$ cat config.mk
export PLATFORM = sky130hd
export DESIGN_NAME = apb_instr_buffer_flat
export DESIGN_NICKNAME = d
export VERILOG_FILES = /design/src/rtl/apb_instr_buffer_pkg.sv /design/src/rtl/apb_instr_buffer_if.sv /design/src/rtl/apb_instr_buffer_fifo.sv /design/src/rtl/apb_instr_buffer.sv /design/src/flat_wrapper.sv
export SDC_FILE = /design/constraint.sdc
export NUM_CORES = 1
export LEC_CHECK = 0
export BUFFER_PORTS_ARGS = -buffer_cell sky130_fd_sc_hd__buf_2
export CORE_MARGIN = 4
export CORE_UTILIZATION = 45
export DETAILED_ROUTE_END_ITERATION = 8
export PLACE_DENSITY_LB_ADDON = 0.15
export SYNTH_ARGS = -nofsm -noshare
export SYNTH_HDL_FRONTEND = slang
export SYNTH_SLANG_ARGS = --single-unit
$ cat constraint.sdc
create_clock -name clk -period 4.45 [get_ports clk]
set_input_delay 0.6675 -clock clk [delete_from_list [all_inputs] [get_ports clk]]
set_output_delay 0.6675 -clock clk [all_outputs]
set_load 0.05 [all_outputs]
$ cat src/rtl/apb_instr_buffer_pkg.sv
// Address map, decode enum and sizing defaults shared by the instruction buffer slice.
// Latency: n/a (types, constants and a pure decode function).
// Backpressure: n/a.
package instr_buf_pkg;

  localparam logic [7:0] ADDR_INSTR  = 8'h00;
  localparam logic [7:0] ADDR_RESULT = 8'h04;
  localparam logic [7:0] ADDR_STATUS = 8'h08;

  localparam int DEFAULT_DEPTH  = 8;
  localparam int DEFAULT_DATA_W = 32;

  typedef enum logic [1:0] {
    DEC_INSTR,
    DEC_RESULT,
    DEC_STATUS,
    DEC_NONE
  } dec_e;

  function automatic dec_e addr_decode(input logic [7:0] addr);
    case (addr)
      ADDR_INSTR:  return DEC_INSTR;
      ADDR_RESULT: return DEC_RESULT;
      ADDR_STATUS: return DEC_STATUS;
      default:     return DEC_NONE;
    endcase
  endfunction

endpackage

$ cat src/rtl/apb_instr_buffer_if.sv
// APB-slave-side register port: address/data/direction/access strobe in, read data and errors out.
// Latency: n/a (wires only).
// Backpressure: none; errors are reported combinationally through write_error/read_error.
interface apb_instr_buffer_if;
  logic [31:0] address_bus;
  logic [31:0] data_bus;
  logic        write_instr;
  logic        valid_data;
  logic [31:0] output_data;
  logic        write_error;
  logic        read_error;

  modport master (
    output address_bus, data_bus, write_instr, valid_data,
    input  output_data, write_error, read_error
  );

  modport slave (
    input  address_bus, data_bus, write_instr, valid_data,
    output output_data, write_error, read_error
  );
endinterface

$ cat src/rtl/apb_instr_buffer_fifo.sv
// Generic synchronous FIFO (instr_fifo): push/pop with full, empty and occupancy count.
// Latency: pushed word visible at pop_dat one cycle after the push edge; pop_dat reads 0 while empty.
// Backpressure: push ignored when full, pop ignored when empty; both may happen in one cycle.
module instr_fifo #(
  parameter int DEPTH  = 8,
  parameter int DATA_W = 32,
  localparam int PW    = $clog2(DEPTH),
  localparam int CW    = PW + 1
) (
  input  logic              clk,
  input  logic              nrst,
  input  logic              push,
  input  logic [DATA_W-1:0] push_dat,
  input  logic              pop,
  output logic [DATA_W-1:0] pop_dat,
  output logic              full,
  output logic              empty,
  output logic [CW-1:0]     count
);

  logic [DATA_W-1:0] mem [DEPTH];
  logic [PW-1:0]     wr_ptr;
  logic [PW-1:0]     rd_ptr;
  logic              do_push;
  logic              do_pop;

  assign full    = (count == CW'(DEPTH));
  assign empty   = (count == '0);
  assign do_push = push & ~full;
  assign do_pop  = pop & ~empty;
  assign pop_dat = empty ? '0 : mem[rd_ptr];

  // Pointers wrap naturally because DEPTH is a power of two.
  always_ff @(posedge clk or negedge nrst) begin
    if (!nrst) begin
      wr_ptr <= '0;
      rd_ptr <= '0;
      count  <= '0;
    end else begin
      if (do_push) wr_ptr <= wr_ptr + PW'(1);
      if (do_pop)  rd_ptr <= rd_ptr + PW'(1);
      case ({do_push, do_pop})
        2'b10:   count <= count + CW'(1);
        2'b01:   count <= count - CW'(1);
        default: count <= count;
      endcase
    end
  end

  always_ff @(posedge clk) begin
    if (do_push) mem[wr_ptr] <= push_dat;
  end

endmodule

$ cat src/rtl/apb_instr_buffer.sv
// APB register/decode stage: pushes INSTR writes into a FIFO, holds the latest FP result for reads.
// Latency: one action per transfer on the valid_data rising edge; push/result clear visible next cycle.
// Backpressure: full FIFO or bad address raises write_error/read_error; STATUS at 0x08 with INSTR_BUF_STATUS_EN.
module apb_instr_buffer
  import instr_buf_pkg::*;
#(
  parameter int DEPTH  = DEFAULT_DEPTH,
  parameter int DATA_W = DEFAULT_DATA_W
) (
  input  logic              clk,
  input  logic              nrst,
  apb_instr_buffer_if.slave apb,
  output logic [DATA_W-1:0] instr_data,
  output logic              instr_empty,
  input  logic              instr_pop,
  input  logic [DATA_W-1:0] result_in,
  input  logic              result_strobe
);

  localparam int CW = $clog2(DEPTH) + 1;

  dec_e              dec;
  logic              valid_d;
  logic              accept;
  logic              push;
  logic              consume;
  logic              status_ok;
  logic              fifo_full;
  logic              fifo_empty;
  logic [CW-1:0]     fifo_count;
  logic [DATA_W-1:0] push_dat;
  logic [DATA_W-1:0] result_reg;
  logic              result_valid;
  logic              addr_unused;

  assign dec         = addr_decode(apb.address_bus[7:0]);
  assign addr_unused = ^apb.address_bus[31:8];

  // valid_data may stay high for many cycles; only its rising edge acts.
  assign accept = apb.valid_data & ~valid_d;

`ifdef INSTR_BUF_STATUS_EN
  logic        overrun;
  logic [31:0] status_word;
  assign status_ok   = (dec == DEC_STATUS);
  assign status_word = {16'h0, 8'(fifo_count), 4'h0, overrun, result_valid, fifo_full, fifo_empty};
`else
  logic count_unused;
  assign status_ok    = 1'b0;
  assign count_unused = ^fifo_count;
`endif

  assign apb.write_error = apb.write_instr & ((dec != DEC_INSTR) | fifo_full);
  assign apb.read_error  = ~apb.write_instr &
                           ((dec == DEC_RESULT) ? ~result_valid : ~status_ok);

  assign push     = accept & apb.write_instr & ~apb.write_error;
  assign consume  = accept & ~apb.write_instr & (dec == DEC_RESULT) & result_valid;
  assign push_dat = DATA_W'(apb.data_bus);

  always_comb begin
    apb.output_data = '0;
    case (dec)
      DEC_RESULT: apb.output_data = 32'(result_reg);
`ifdef INSTR_BUF_STATUS_EN
      DEC_STATUS: apb.output_data = status_word;
`endif
      default:    apb.output_data = '0;
    endcase
  end

  // A strobe landing on the same edge as a consuming read keeps the new result valid.
  always_ff @(posedge clk or negedge nrst) begin
    if (!nrst) begin
      valid_d      <= 1'b0;
      result_reg   <= '0;
      result_valid <= 1'b0;
    end else begin
      valid_d <= apb.valid_data;
      if (result_strobe) begin
        result_reg   <= result_in;
        result_valid <= 1'b1;
      end else if (consume) begin
        result_valid <= 1'b0;
      end
    end
  end

`ifdef INSTR_BUF_STATUS_EN
  always_ff @(posedge clk or negedge nrst) begin
    if (!nrst) overrun <= 1'b0;
    else       overrun <= overrun | (result_strobe & result_valid & ~consume);
  end
`endif

  instr_fifo #(
    .DEPTH  (DEPTH),
    .DATA_W (DATA_W)
  ) u_fifo (
    .clk      (clk),
    .nrst     (nrst),
    .push     (push),
    .push_dat (push_dat),
    .pop      (instr_pop),
    .pop_dat  (instr_data),
    .full     (fifo_full),
    .empty    (fifo_empty),
    .count    (fifo_count)
  );

  assign instr_empty = fifo_empty;

endmodule

$ cat src/flat_wrapper.sv
// flat-port wrapper written by rule: the top's interface ports become plain ports
module apb_instr_buffer_flat import instr_buf_pkg::*;
#(
  parameter int DEPTH  = DEFAULT_DEPTH,
  parameter int DATA_W = DEFAULT_DATA_W
)
  (clk, nrst, instr_data, instr_empty, instr_pop, result_in, result_strobe, apb_address_bus, apb_data_bus, apb_write_instr, apb_valid_data, apb_output_data, apb_write_error, apb_read_error);
  apb_instr_buffer_if apb_i ();
  input  logic clk;
  input  logic nrst;
  output logic [DATA_W-1:0] instr_data;
  output logic instr_empty;
  input  logic instr_pop;
  input  logic [DATA_W-1:0] result_in;
  input  logic result_strobe;
  input wire logic [$bits(apb_i.address_bus)-1:0] apb_address_bus;
  input wire logic [$bits(apb_i.data_bus)-1:0] apb_data_bus;
  input wire logic [$bits(apb_i.write_instr)-1:0] apb_write_instr;
  input wire logic [$bits(apb_i.valid_data)-1:0] apb_valid_data;
  output wire logic [$bits(apb_i.output_data)-1:0] apb_output_data;
  output wire logic [$bits(apb_i.write_error)-1:0] apb_write_error;
  output wire logic [$bits(apb_i.read_error)-1:0] apb_read_error;
  assign apb_i.address_bus = apb_address_bus;
  assign apb_i.data_bus = apb_data_bus;
  assign apb_i.write_instr = apb_write_instr;
  assign apb_i.valid_data = apb_valid_data;
  assign apb_output_data = apb_i.output_data;
  assign apb_write_error = apb_i.write_error;
  assign apb_read_error = apb_i.read_error;
  apb_instr_buffer #(.DEPTH(DEPTH), .DATA_W(DATA_W)) u_core (.clk(clk), .nrst(nrst), .apb(apb_i), .instr_data(instr_data), .instr_empty(instr_empty), .instr_pop(instr_pop), .result_in(result_in), .result_strobe(result_strobe));
endmodule
### Word level (Yosys, flattened, before mapping)

Memory sizes are Yosys's and may differ from the RTL's.
Cells that the tools add are included.

* add/sub/neg operators: 4
* bitwise logic cells: 17
* eq/ne operators: 6
* reduce and logical (&&, ||, !) cells: 5
* multiplexer cells: 9

Operators with widths (number)
* 32-bit two-way mux: 2
* 1-bit bitwise AND: 10
* 8-bit by 3-bit equality test with 1-bit output (second input constant): 1
* 8-bit by 4-bit equality test with 1-bit output (second input constant): 1
* 8-bit logical NOT: 1
* 4-bit case mux with 2 select lines: 1
* 3-bit by 1-bit adder with 3-bit output (second input constant): 2
* 1-bit NOT: 6
* 2-bit case mux with 3 select lines: 1
* 2-bit nonzero test: 3
* 1-bit two-way mux: 5
* 4-bit by 1-bit adder with 4-bit output (second input constant): 1
* 2-bit by 1-bit equality test with 1-bit output (second input constant): 2
* 4-bit equality test (second input constant): 1
* 4-bit logical NOT: 1
* 4-bit by 1-bit subtractor with 4-bit output (second input constant): 1
* 2-bit equality test (second input constant): 1
* 1-bit OR: 1

* RAM bits: 256
* memories kept: 1
* input port bits: 102
* output and inout port bits: 67
* flip-flop bits (word level): 44

Memory list
* u_core.u_fifo.mem: depth 8, width 32, rd ports 1, clocked after memory_dff 0, write ports 1, line apb_instr_buffer_fifo.sv:21 `logic [DATA_W-1:0] mem [DEPTH];`

### Depth between registers and ports, before layout

* depth after elaboration: 10
* depth in mapped cells: 11

### Modules after synthesis

A second synthesis with hierarchy kept.

* cells, all modules: 656
* area, all modules: 12094.1 um^2

Modules (own cells, without submodules)
* instr_fifo: seq. area each 7937.6 um^2, times used 1, cells each 467, area an instance 10337.4 um^2
* apb_instr_buffer: seq. area each 850.8 um^2, times used 1, cells each 189, area an instance 1756.7 um^2

### Worst setup path after synthesis

No wires, ideal clock.

* path type: in2reg
* start: input apb_address_bus[7]
* end: memory u_core.u_fifo.mem[0][0], enable pin
* setup time: 461 ps
* cell stages on the path: 4
* data arrival time: 3554 ps
* required time: 3989 ps
* setup slack: 435 ps
* path through: nor4_1 -> and3_1 -> nand3b_1 -> nor3_1

* word-level cells in the longest chain between the ends: 10

RTL lines
* start: declaration: line flat_wrapper.sv:16 `input wire logic [$bits(apb_i.address_bus)-1:0] apb_address_bus;`
* 8-bit by 4-bit equality test with 1-bit output (tied with other cells): line apb_instr_buffer_pkg.sv:21 `case (addr)`
* 2-bit case mux with 3 select lines *: line apb_instr_buffer_pkg.sv:21
* 2-bit nonzero test *: line apb_instr_buffer.sv:53 `assign apb.write_error = apb.write_instr & ((dec != DEC_INSTR) | fifo_full);`
* 1-bit OR *: line apb_instr_buffer.sv:53
* 1-bit bitwise AND *: line apb_instr_buffer.sv:53
* 1-bit NOT *: line apb_instr_buffer.sv:57 `assign push = accept & apb.write_instr & ~apb.write_error;`
* 1-bit bitwise AND *: line apb_instr_buffer.sv:57
* 1-bit bitwise AND *: line apb_instr_buffer_fifo.sv:29 `assign do_push = push & ~full;`
* 1-bit two-way mux *: line apb_instr_buffer_fifo.sv:51 `if (do_push) mem[wr_ptr] <= push_dat;`
* 1-bit two-way mux (implied by the code) *: line apb_instr_buffer_fifo.sv:51
* end: declaration: line apb_instr_buffer_fifo.sv:21

Every way passes the cells marked *; elsewhere a longest branch is shown, timed or not.

### Worst setup path after layout

* start: register u_core.u_fifo.rd_ptr[0]
* end: output instr_data[9]

* word-level cells in the longest chain between the ends: 2

RTL lines
* start: declaration: line apb_instr_buffer_fifo.sv:23 `logic [PW-1:0] rd_ptr;`
* start signal: assignment: line apb_instr_buffer_fifo.sv:41 `if (do_pop) rd_ptr <= rd_ptr + PW'(1);`
* memory read 8 x 32 bit
* 32-bit two-way mux: line apb_instr_buffer_fifo.sv:31 `assign pop_dat = empty ? '0 : mem[rd_ptr];`
* end: declaration: line flat_wrapper.sv:11 `output logic [DATA_W-1:0] instr_data;`

Every way passes these cells.

==> out/results.txt <==
Initial antenna violation count: 4
Most frequent cells after synthesis: 256 x edfxtp_1, 64 x mux4_2, 44 x dfrtp_1, 39 x nor2_1
Worst-Margin Slew: 1.01 ns
Dpl cells: 1043
Startpoint types: flop
Critical path required time: 3.78 ns
Post-layout nets: 848
Hold Buf Count CTS: 0
GPL Wtd Cong: 0.668
Final slew viol count: 0
Yosys warning count: 0
Vias after detailed routing: 5853
CP arrival: 2.85 ns
Die area: 29000 sq um
DRT iter0 DRCs: 405
HPWL after DPL: 13.8 mm
Final antenna-violating net count: 0
Mapped Cells: 580
DRC viols: 0
Most Crowded Layer GR: met2
Setup TNS: 0 ns
Die Ht: 170 microns
Delay-heaviest family, CP: flip-flops
Number of vias per cell: 5.32
Final instance area: 14100 sq um
Total gr overflow: 0
Clock Power Share: 29.6%
DR WL/cell: 21.2 microns
TritonRoute pass-1 iters: 5
Setup bufs post-CTS: 0
Number of enable flip-flop cells after synthesis: 256
Leakage: 5.09 nW
Vias in the first global route: 6409
Synth area leaders: edfxtp_1 65%, mux4_2 12%, dfrtp_1 9.3%
Num rows: 59
Power Total: 0.00847 W
Mean Syn Cell Area: 20.5 sq um
VDD IR max: 0.440 mV
Mapped Area: 11900 sq um
Post-Place Cell Area: 13100 sq um
Final min period: 3.52 ns
Final std cells w/o fill: 1101
Fin util: 54.2%
Post_cts resized: 0
Clock Path Buffers: 3
Slew HR: 32.7%
Net switching power: 0.00286 W
CTS root buf: clkbuf_16
GR Layer Usage met3: 3.11%
Met1 GRT Util: 21.5%
Core area: 26000 sq um
RSZ-0062 raised after global routing: no
Register area share after synthesis: 74.1%
Largest net degree at the start of global routing: 67
Worst Setup End Kind: primary output
Yosys reg bits: 300
Crit-path slowest cell: dfrtp_4
Share of layout cells above drive strength 1: 41.8%
Number of max-cap violations: 0
Chip width: 170 microns
Final setup fails: 0
Status: finished clean
Setup CP Type: reg -> out
CTS tree: yes
Sw frac: 33.8%
Port Buffers: 144
GR Util All Layers: 16.2%
Yosys top cell area share: 64.8%
Starting density of the core: 45.7%
Clock Skew: 0.00491 ns
HP Class: in -> reg
Pint: 0.00560 W
Sequential power share: 41.1%
Max FFs per register: 256
Total I/O pin count: 169
Crit path buffers/inverters: 2
Comb power frac: 29.3%
FMAX: 0.284 GHz
Synth Net Count: 687
Ys async rst share: 14.7%
Post-synth top flop: edfxtp_1
Final wirelength: 23.3 mm
Max stage delay on crit path: 0.87 ns
GRT met2 Usage: 28.1%
PD cells: 601 nW/um^2
Cell variety after synth: 34
Area leader, netlist: edfxtp_1
P&R area growth vs syn: 18.7%
Tcrit/Tclk final: 79.0%
Clk sinks: 300
Dominant cell by count in the synthesized netlist: edfxtp_1
First-pass GRT wire length: 36.5 mm
CP Cell Sequence: buf_12, mux4_2, mux2i_1, nor2_1, buf_2
Final hold vios: 0
Worst-path clk slew: 0.06 ns
Worst-path fanout max: 34
CTS Buf Count: 31
Worst-Skew Late Latency: 0.54 ns
Htree depth: 1
final timing paths:
check,startpoint,end,slack (ns),depth (start not counted)
setup / recovery,u_core.u_fifo.rd_ptr[0],instr_data[9],0.93,5
hold / removal,apb_valid_data,u_core.valid_d,0.26,1
setup reg to reg,u_core.u_fifo.count[1],u_core.u_fifo.count[2],1.89,10
hold reg to reg,u_core.result_valid,u_core.result_valid,0.48,1
max in group asynchronous,nrst,u_core.u_fifo.rd_ptr[1],3.43,1
min in group asynchronous,nrst,u_core.result_reg[27],0.29,1
per-layer routing:
metal | vias up | routed length, microns
li1 | 2635 | -
met1 | 3027 | 9770
met2 | 146 | 11800
met3 | 39 | 1270
met4 | 6 | 425
met5 | - | 41
final cells by class:
class	instances	area [sq um]
fill	2055	11900
timing repair buffer	158	913
clock inverter	17	135
tap	335	419
antenna	2	5.00
clock buffer	39	878
sequential	300	8800
multi-input combinational	250	2940
logic make-up after synthesis:
kind of cell	synth area share [%]
AOI/OAI and AO/OA	0.359
xor gates and xnor gates	0.664
adders and majority gates	0.527
buffers and inverters	1.65
DFF	74.1
muxes	18.2
and+or+nand+nor	4.50
power by group through the flow:
stage / clock (W) / sequential, W / combinational, W
after global routing: 0.00270 / 0.00352 / 0.00266
after floorplan: 0 / 0.00322 / 0.00228
after global placement: 0 / 0.00354 / 0.00249
final: 0.00251 / 0.00348 / 0.00248
after detailed placement: 0 / 0.00355 / 0.00252
after CTS: 0.00258 / 0.00350 / 0.00252
through the flow:
step	hold WS, ns	setup WS [ns]
after global placement	0.463	1.23
after detailed placement	0.470	1.13
after floorplan	0.372	0.435
after global routing	0.239	0.719
final	0.263	0.932
after CTS	0.232	0.830
worst reg2reg max path, delay by kind of cell, from the launching register on:
family / cells / cell delay (ns)
DFF: 1 / 0.47
AOI/OAI and AO/OA: 1 / 0.15
adders and majority gates: 2 / 0.45
buffers and inverters: 1 / 0.32
and+or+nand+nor: 3 / 0.55
xor gates and xnor gates: 3 / 0.50
layout by cell type, fill, tap and decap left out, types with 2 or more instances in the layout:
cell and n:
edfxtp_1 256, buf_2 144, mux4_2 64, dfrtp_1 41, and2_1 33, nor2_1 33
mux2_2 33, clkbuf_16 33, mux2i_1 32, clkinv_2 7, buf_12 7, buf_4 7
nor2_4 6, clkinv_1 6, xnor2_1 5, ha_1 5, xor2_1 4, nor3_1 3
nand3_1 3, nand2_1 3, nand2b_1 3, clkbuf_1 3, clkbuf_8 3, diode_2 2
nor4_1 2, and3_1 2, nand3b_1 2, nor3_2 2, a21oi_1 2, mux2_4 2
bufinv_16 2, dfrtp_4 2
Note: power is estimated with default switching activity, not from simulation.
